File: src/rtl/cache_port_arbiter_if.sv
// Handshake bundle between the two requesters, the arbiter and the cache port.
// The slave modport is the arbiter view; master is the requester/cache view.
interface cache_port_arbiter_if #(
    parameter int AW = 10,
    parameter int DW = 32
);
    logic          p0_rd;
    logic          p0_wr;
    logic [AW-1:0] p0_addr;
    logic [DW-1:0] p0_wdata;
    logic          p0_ack;
    logic [DW-1:0] p0_rdata;

    logic          p1_rd;
    logic          p1_wr;
    logic [AW-1:0] p1_addr;
    logic [DW-1:0] p1_wdata;
    logic          p1_ack;
    logic [DW-1:0] p1_rdata;

    logic [AW-1:0] c_word_addr;
    logic [DW-1:0] c_data_in;
    logic          c_mem_read;
    logic          c_mem_write;
    logic          c_stall;
    logic [DW-1:0] c_data_out;

    logic          busy;
    logic          grant_id;
    logic          err;

    modport slave (
        input  p0_rd, p0_wr, p0_addr, p0_wdata,
        input  p1_rd, p1_wr, p1_addr, p1_wdata,
        input  c_stall, c_data_out,
        output p0_ack, p0_rdata, p1_ack, p1_rdata,
        output c_word_addr, c_data_in,
        output c_mem_read, c_mem_write,
        output busy, grant_id, err
    );

    modport master (
        output p0_rd, p0_wr, p0_addr, p0_wdata,
        output p1_rd, p1_wr, p1_addr, p1_wdata,
        output c_stall, c_data_out,
        input  p0_ack, p0_rdata, p1_ack, p1_rdata,
        input  c_word_addr, c_data_in,
        input  c_mem_read, c_mem_write,
        input  busy, grant_id, err
    );
endinterface

File: src/rtl/cache_port_arbiter.sv
// Round-robin two-port arbiter in front of a single write-through cache port.
// Optional WAIT timeout abort when ARB_TIMEOUT_EN is defined.
module cache_port_arbiter #(
    parameter int AW      = 10,
    parameter int DW      = 32,
    parameter int TMO_CYC = 64
) (
    input logic                 clk,
    input logic                 reset,
    cache_port_arbiter_if.slave bus
);
    typedef enum logic [1:0] {
        IDLE,
        ISSUE,
        WAIT,
        RESP
    } state_e;

    state_e        state_q, state_d;
    logic          last_q, last_d;
    logic          gnt_q, gnt_d;
    logic          wr_q, wr_d;
    logic [AW-1:0] addr_q, addr_d;
    logic [DW-1:0] wdata_q, wdata_d;
    logic [DW-1:0] rdata0_q, rdata0_d;
    logic [DW-1:0] rdata1_q, rdata1_d;

    logic req0, req1, pick;

`ifdef ARB_TIMEOUT_EN
    localparam int CW = $clog2(TMO_CYC + 1);
    logic [CW-1:0] cnt_q, cnt_d;
    logic          err_q, err_d;
`endif

    assign req0 = bus.p0_rd | bus.p0_wr;
    assign req1 = bus.p1_rd | bus.p1_wr;
    // On contention the port that did not win last time goes first
    assign pick = (req0 & req1) ? ~last_q : req1;

    always_comb begin
        state_d  = state_q;
        last_d   = last_q;
        gnt_d    = gnt_q;
        wr_d     = wr_q;
        addr_d   = addr_q;
        wdata_d  = wdata_q;
        rdata0_d = rdata0_q;
        rdata1_d = rdata1_q;
`ifdef ARB_TIMEOUT_EN
        cnt_d    = cnt_q;
        err_d    = err_q;
`endif
        unique case (state_q)
            IDLE: begin
                if (req0 | req1) begin
                    gnt_d   = pick;
                    last_d  = pick;
                    addr_d  = pick ? bus.p1_addr : bus.p0_addr;
                    wdata_d = pick ? bus.p1_wdata : bus.p0_wdata;
                    wr_d    = pick ? bus.p1_wr : bus.p0_wr;
                    state_d = ISSUE;
`ifdef ARB_TIMEOUT_EN
                    err_d   = 1'b0;
`endif
                end
            end
            ISSUE: begin
                state_d = WAIT;
`ifdef ARB_TIMEOUT_EN
                cnt_d   = '0;
                err_d   = 1'b0;
`endif
            end
            WAIT: begin
                if (!bus.c_stall) begin
                    state_d = RESP;
                    if (!wr_q) begin
                        if (gnt_q) rdata1_d = bus.c_data_out;
                        else       rdata0_d = bus.c_data_out;
                    end
                end
`ifdef ARB_TIMEOUT_EN
                else begin
                    cnt_d = cnt_q + CW'(1);
                    if (cnt_d == CW'(TMO_CYC)) begin
                        err_d   = 1'b1;
                        state_d = RESP;
                    end
                end
`endif
            end
            RESP: state_d = IDLE;
            default: state_d = IDLE;
        endcase
    end

    always_ff @(posedge clk or posedge reset) begin
        if (reset) begin
            state_q  <= IDLE;
            last_q   <= 1'b1;
            gnt_q    <= 1'b0;
            wr_q     <= 1'b0;
            addr_q   <= '0;
            wdata_q  <= '0;
            rdata0_q <= '0;
            rdata1_q <= '0;
`ifdef ARB_TIMEOUT_EN
            cnt_q    <= '0;
            err_q    <= 1'b0;
`endif
        end else begin
            state_q  <= state_d;
            last_q   <= last_d;
            gnt_q    <= gnt_d;
            wr_q     <= wr_d;
            addr_q   <= addr_d;
            wdata_q  <= wdata_d;
            rdata0_q <= rdata0_d;
            rdata1_q <= rdata1_d;
`ifdef ARB_TIMEOUT_EN
            cnt_q    <= cnt_d;
            err_q    <= err_d;
`endif
        end
    end

    assign bus.c_word_addr = addr_q;
    assign bus.c_data_in   = wdata_q;
    assign bus.c_mem_read  = (state_q == ISSUE) & ~wr_q;
    assign bus.c_mem_write = (state_q == ISSUE) & wr_q;
    assign bus.busy        = (state_q != IDLE);
    assign bus.grant_id    = gnt_q;
    assign bus.p0_ack      = (state_q == RESP) & ~gnt_q;
    assign bus.p1_ack      = (state_q == RESP) & gnt_q;
    assign bus.p0_rdata    = rdata0_q;
    assign bus.p1_rdata    = rdata1_q;
`ifdef ARB_TIMEOUT_EN
    assign bus.err         = (state_q == RESP) & err_q;
`else
    assign bus.err         = 1'b0;
`endif
endmodule

File: src/flat_wrapper.sv
// flat-port wrapper written by rule: the top's interface ports become plain ports
module cache_port_arbiter_flat 
#(
    parameter int AW      = 10,
    parameter int DW      = 32,
    parameter int TMO_CYC = 64
)
  (clk, reset, bus_p0_rd, bus_p0_wr, bus_p0_addr, bus_p0_wdata, bus_p1_rd, bus_p1_wr, bus_p1_addr, bus_p1_wdata, bus_c_stall, bus_c_data_out, bus_p0_ack, bus_p0_rdata, bus_p1_ack, bus_p1_rdata, bus_c_word_addr, bus_c_data_in, bus_c_mem_read, bus_c_mem_write, bus_busy, bus_grant_id, bus_err);
  cache_port_arbiter_if #(.AW(AW), .DW(DW)) bus_i ();
  input logic clk;
  input logic reset;
  input wire logic [$bits(bus_i.p0_rd)-1:0] bus_p0_rd;
  input wire logic [$bits(bus_i.p0_wr)-1:0] bus_p0_wr;
  input wire logic [$bits(bus_i.p0_addr)-1:0] bus_p0_addr;
  input wire logic [$bits(bus_i.p0_wdata)-1:0] bus_p0_wdata;
  input wire logic [$bits(bus_i.p1_rd)-1:0] bus_p1_rd;
  input wire logic [$bits(bus_i.p1_wr)-1:0] bus_p1_wr;
  input wire logic [$bits(bus_i.p1_addr)-1:0] bus_p1_addr;
  input wire logic [$bits(bus_i.p1_wdata)-1:0] bus_p1_wdata;
  input wire logic [$bits(bus_i.c_stall)-1:0] bus_c_stall;
  input wire logic [$bits(bus_i.c_data_out)-1:0] bus_c_data_out;
  output wire logic [$bits(bus_i.p0_ack)-1:0] bus_p0_ack;
  output wire logic [$bits(bus_i.p0_rdata)-1:0] bus_p0_rdata;
  output wire logic [$bits(bus_i.p1_ack)-1:0] bus_p1_ack;
  output wire logic [$bits(bus_i.p1_rdata)-1:0] bus_p1_rdata;
  output wire logic [$bits(bus_i.c_word_addr)-1:0] bus_c_word_addr;
  output wire logic [$bits(bus_i.c_data_in)-1:0] bus_c_data_in;
  output wire logic [$bits(bus_i.c_mem_read)-1:0] bus_c_mem_read;
  output wire logic [$bits(bus_i.c_mem_write)-1:0] bus_c_mem_write;
  output wire logic [$bits(bus_i.busy)-1:0] bus_busy;
  output wire logic [$bits(bus_i.grant_id)-1:0] bus_grant_id;
  output wire logic [$bits(bus_i.err)-1:0] bus_err;
  assign bus_i.p0_rd = bus_p0_rd;
  assign bus_i.p0_wr = bus_p0_wr;
  assign bus_i.p0_addr = bus_p0_addr;
  assign bus_i.p0_wdata = bus_p0_wdata;
  assign bus_i.p1_rd = bus_p1_rd;
  assign bus_i.p1_wr = bus_p1_wr;
  assign bus_i.p1_addr = bus_p1_addr;
  assign bus_i.p1_wdata = bus_p1_wdata;
  assign bus_i.c_stall = bus_c_stall;
  assign bus_i.c_data_out = bus_c_data_out;
  assign bus_p0_ack = bus_i.p0_ack;
  assign bus_p0_rdata = bus_i.p0_rdata;
  assign bus_p1_ack = bus_i.p1_ack;
  assign bus_p1_rdata = bus_i.p1_rdata;
  assign bus_c_word_addr = bus_i.c_word_addr;
  assign bus_c_data_in = bus_i.c_data_in;
  assign bus_c_mem_read = bus_i.c_mem_read;
  assign bus_c_mem_write = bus_i.c_mem_write;
  assign bus_busy = bus_i.busy;
  assign bus_grant_id = bus_i.grant_id;
  assign bus_err = bus_i.err;
  cache_port_arbiter #(.AW(AW), .DW(DW), .TMO_CYC(TMO_CYC)) u_core (.clk(clk), .reset(reset), .bus(bus_i));
endmodule
File: config.mk
export PLATFORM = sky130hd
export DESIGN_NAME = cache_port_arbiter_flat
export DESIGN_NICKNAME = d
export VERILOG_FILES = /design/src/rtl/cache_port_arbiter_if.sv /design/src/rtl/cache_port_arbiter.sv /design/src/flat_wrapper.sv
export SDC_FILE = /design/constraint.sdc
export NUM_CORES = 1
export LEC_CHECK = 0
export ABC_CLOCK_PERIOD_IN_PS = 7700
export CAP_MARGIN = 20
export CORE_UTILIZATION = 46
export CTS_BUF_LIST = sky130_fd_sc_hd__clkbuf_2
export DETAILED_ROUTE_END_ITERATION = 7
export PLACE_DENSITY = 0.86
export RECOVER_POWER = 100
export SLEW_MARGIN = 25
export SYNTH_ARGS = -nofsm -noshare
export SYNTH_HDL_FRONTEND = slang
export SYNTH_SLANG_ARGS = --single-unit
File: constraint.sdc
create_clock -name clk -period 7.7 [get_ports clk]
set_input_delay 1.54 -clock clk [delete_from_list [all_inputs] [get_ports clk]]
set_output_delay 1.54 -clock clk [all_outputs]
set_load 0.05 [all_outputs]
; ---- Yosys cells after proc, flatten, opt, wreduce, memory -nomap -nowiden
; Cells that the tools add are included.
[classes]
n_eq_ne = 5
n_bitwise = 12
n_mux = 7
reduce_logical = 6
[op_table]
columns = cell, count
row1 = $mux 32, 1
row2 = $mux 10, 1
row3 = $pmux 2 s4, 1
row4 = $reduce_and 4->1, 2
row5 = $and 1x1->1, 5
row6 = $eq 2x2->1 const B, 2
row7 = $mux 2, 2
row8 = $not 1->1, 4
row9 = $reduce_and 2->1, 2
row10 = $or 1x1->1, 3
row11 = $eq 2x1->1 const B, 1
row12 = $logic_not 2->1, 1
row13 = $mux 1, 2
row14 = $ne 2x1->1 const B, 1
row15 = $ne 2x2->1 const B, 1
row16 = $reduce_bool 2->1, 1
[totals]
in_bits = 123
ff_bits = 111
out_inout_bits = 113

; ---- Logic depth before layout (Yosys ltp)
[logic_depth]
word_depth = 4
mapped_depth = 7
mapped_depth_nobuf = 5

; ---- Least setup slack after synthesis
; No wires, ideal clock.
[synth_path]
kind = flip-flop to output port
start = register u_core.gnt_q (netlist: u_core.bus.grant_id)
end = output bus_p0_ack
required_time_ps = 6160
path_buffers = 0
stages_incl_launch_ff = 2
setup_slack_ps = 4795
arrival_ps = 1365
path_cell_list = dfrtp_1 nor2b_1
[synth_via]
elab_chain_cells = 2
[synth_rtl]
columns = item, line_no
row1 = "start, declared", cache_port_arbiter.sv:21  ; logic gnt_q, gnt_d;
row2 = "start signal, assigned", cache_port_arbiter.sv:115  ; gnt_q <= gnt_d;
row3 = $not 1->1, cache_port_arbiter.sv:134  ; assign bus.p0_ack = (state_q == RESP) & ~gnt_q;
row4 = $and 1x1->1, cache_port_arbiter.sv:134
row5 = "end, declared", flat_wrapper.sv:22  ; output wire logic [$bits(bus_i.p0_ack)-1:0] bus_p0_ack;
; No other way between the ends.

; ---- Worst setup path after layout
[layout_path]
start = input bus_p0_wr
end = register u_core.addr_q[0] (netlist: u_core.bus.c_word_addr[0])
[layout_via]
elab_chain_cells = 4
word_cells_on_any_way = 6
cone_classes = 2 x mux / 3 x bitwise / 1 x reduce/logical
[layout_rtl]
columns = item, line_no
row1 = "start, declared", flat_wrapper.sv:13  ; input wire logic [$bits(bus_i.p0_wr)-1:0] bus_p0_wr;
row2 = $or 1x1->1 *, cache_port_arbiter.sv:36  ; assign req0 = bus.p0_rd | bus.p0_wr;
row3 = $and 1x1->1, cache_port_arbiter.sv:39  ; assign pick = (req0 & req1) ? ~last_q : req1;
row4 = $mux 1, cache_port_arbiter.sv:39
row5 = $mux 10, cache_port_arbiter.sv:59  ; addr_d = pick ? bus.p1_addr : bus.p0_addr;
row6 = "end signal, assigned", cache_port_arbiter.sv:117  ; addr_q <= addr_d;
row7 = "end, declared", cache_port_arbiter.sv:23  ; logic [AW-1:0] addr_q, addr_d;
; Mark *: on every way between the ends. The rest lies on a longest branch, timed or not.
; A chain may end at the register's enable or synchronous reset.

==> results.md <==
* Status: complete, but fails checks
* Failing checks: max-capacitance violations, max-slew violations
* Commonest non-fill, non-tap cell in the layout: clkdlybuf4s50_1
* Crit path from: bus_p0_wr
* Worst Min Path Start: u_core.bus.p0_rdata[24]
* Syn Nets at 543
* Startpoint types: input port
* Reg2reg start: u_core.state_q[0]
* Overall routing resource usage at 25.89%
* Die ar. at 11190 sq um
* Async S/R FF share, synth at 100.0%
* Routed wire length at 14010 microns
* Utilization after layout at 71.96%
* Post_cts resized at 0
* Crit-path cells: dlygate4sd3_1 -> o41ai_1 -> clkbuf_1 -> a31oi_1 -> a21oi_2
* Residual DRC count at 0
* Filler cell count at 746
* DRT iter0 DRCs at 220
* Total gr overflow at 0
* Compound-gate portion of the synthesized area at 18.40%
* Yosys warns at 0
* Sequential share of the synthesized area at 56.07%
* Clock sinks at 111
* R2R setup slack at 4.71 ns
* Die W at 105.8 microns
* Largest cells by area after synthesis: dfrtp_1 (56%), mux2_1 (15%), a21oi_2 (6.4%)
* Setup Skew at 0.01711 ns
* CTS tree: yes
* CP delay by family, top: compound AO/OA/AOI/OAI gates
* Clock power frac at 7.8%
* Combinational power share at 63.7%
* Area leader, netlist: dfrtp_1
* Switch Pwr at 1.930 mW
* Die Ht at 105.8 microns
* Number of global-route vias before repair at 4254
* Fraction of layout cells with a size suffix above 1 at 9.561%
* Worst-Skew Late Latency at 0.58 ns
* Cts hold-fix bufs at 0
* Static Leak at 3.108 nW
* Hold crit path type: reg -> reg
* Most frequent cells in the layout: clkdlybuf4s50_1 (119), dlygate4sd3_1 (115), dfrtp_1 (110)
* Critical Path Max Stage Delay at 1.72 ns
* Placed instance area at 7358 sq um
* Share of the synthesized area in the top cell type at 55.54%
* Largest net degree at the start of global routing at 79
* Final Power at 3.604 mW
* Critical path required time at 8.21 ns
* Post-Synth Simple-Gate Area at 5.175%
* Crit share post-route at 64.56%
* Tmin final at 4.971 ns
* First-pass GRT wire length at 22290 microns
* Mux cell area share after synthesis at 14.77%
* Critical path fanouts, max at 33
* Yosys reg bits at 111
* Final setup violation count at 0
* RSZ-0062 raised after global routing: false
* Post-DRT Antenna Nets at 0
* Starting density of the core at 47.79%
* Port Buf Inserts at 234
* Max_cap viols at 5
* WP buf/inv at 2
* WL/cell at 18.08 microns
* RePlAce Congestion at 0.8128
* Critical Path AT at 5.49 ns
* Max_slew headroom at -36.13%
* Vias at 4252
* Post-DP HPWL at 10190 microns
* Num rows at 37
* Num CTS Buffers at 9
* Slew Viols, Final at 150
* Net count, final at 760
* Number of flops mapped to enable cells by yosys at 0
* CTS clk-pin slew, worst paths at 0.29 ns
* Router iterations before antenna repair at 4
* Synthesized-area fraction occupied by adder cells at 1.010%
* Mapped Area at 4956 sq um
* Internal power at 1.674 mW
* Power per Cell Area at 482.9 nW/um^2
* H-tree levels at 3
* Switch share at 53.54%
* Clock Tree Root: clkbuf_2
* Final Cell Area at 7462 sq um
* CP Class: in -> reg
* Clock tree buffer depth at 2
* # IOs at 236
* XOR/XNOR Fraction of Synth Area at 0%
* Peak supply drop at 288.0 uV
* Synth unique cells at 30
* CORE AREA at 10370 sq um
* Vias/cell at 5.486
* Combinational family with the most area after synthesis: compound AO/OA/AOI/OAI gates
* Sequential Power Share at 28.5%
* Final hold violations at 0
* Post-CTS Setup Bufs at 0
* CP Capture Type: flip-flop
* Cells after Synth at 416
* Crit path max-delay cell type: o41ai_1
* Post-synthesis average cell area at 11.91 sq um
* Initial antenna violation count at 1
* Pin slew with the least headroom to its limit at 2.016 ns
* Ys flop type: dfrtp_1
* Syn-to-layout area delta at 50.57%
* Peak Freq at 201.1 MHz
* Setup TNS after final layout at 0 ns
==> power by group through the flow <==
stage          combinational, mW  clock [mW]  sequential (mW)
3_3_place_gp                2.36           0             1.04
3_5_place_dp                2.40           0             1.06
5_1_grt                     2.40       0.311             1.07
6_report                    2.29       0.281             1.03
2_1_floorplan              0.623           0             2.02
4_1_cts                     2.41       0.288             1.05
==> layer usage <==
| layer | routed length (microns) | share of wire, % | vias to the layer above | track usage [%] |
|---|---|---|---|---|
| met1 | 5428 | 39 | 2031 | 31.86 |
| li1 | - | - | 1941 | - |
| met3 | 1375 | 9.8 | 26 | 8.101 |
| met2 | 6890 | 49 | 254 | 42.34 |
| met4 | 320 | 2.3 | 0 | 10.32 |
| met5 | 0 | 0 | - | 0 |
==> layout make-up <==
class                           count  area (sq um)  area share [%]
Sequential cell                   111          2779           37.24
Timing Repair Buffer              242          2411           32.31
Multi-Input combinational cell    264          1957           26.22
Tap cell                          136         170.2           2.280
Clock inverter                      6         72.57          0.9725
Clock buffer                       10         50.05          0.6707
Inverter                            5         20.02          0.2683
Antenna cell                        1         2.502         0.03353
==> metrics by stage <==
stage,worst slack (ns),std cells,hold WS (ns)
2_1_floorplan,3.231,416,0.4615
3_3_place_gp,3.977,757,0.4669
3_5_place_dp,3.909,757,0.4740
4_1_cts,3.742,773,0.5307
5_1_grt,2.625,775,0.5414
6_report,2.729,775,0.5189
==> registers in the layout (all words and copies together), names as in the netlist <==
name	flops
u_core.bus.c_data_in	32
u_core.bus.c_word_addr	10
u_core.bus.grant_id	1
u_core.bus.p0_rdata	32
u_core.bus.p1_rdata	32
u_core.last_q	1
u_core.state_q	2
u_core.wr_q	1
==> cell usage after synthesis (all sizes together) (2+ instances only) <==
| master | instances |
|---|---|
| dfrtp | 110 |
| and2 | 2 |
| a31oi | 42 |
| o21ai | 45 |
| a21oi | 43 |
| ha | 4 |
| nor2b | 2 |
| nand2 | 4 |
| mux2 | 65 |
| inv | 5 |
| nor2 | 45 |
| clkbuf | 14 |
| buf | 22 |
==> kinds of logic after synthesis <==
kind of cell,Yosys count
AOI/OAI and AO/OA,136
DFF,111
muxes,65
and+or+nand+nor,58
buffers and inverters,41
adders and majority gates,4
other,1
==> path summary, 6_finish.rpt <==
| path | end | cells past startpoint |
|---|---|---|
| max | u_core.bus.c_word_addr[0] | 5 |
| min reg2reg | u_core.bus.p0_rdata[24] | 1 |
| max in group asynchronous | u_core.bus.p0_rdata[30] | 3 |
| min | u_core.bus.p0_rdata[24] | 1 |
| max reg2reg | u_core.bus.p0_rdata[28] | 5 |
| min in group asynchronous | u_core.bus.c_data_in[4] | 2 |
Note: power is estimated with default switching activity, not from simulation.
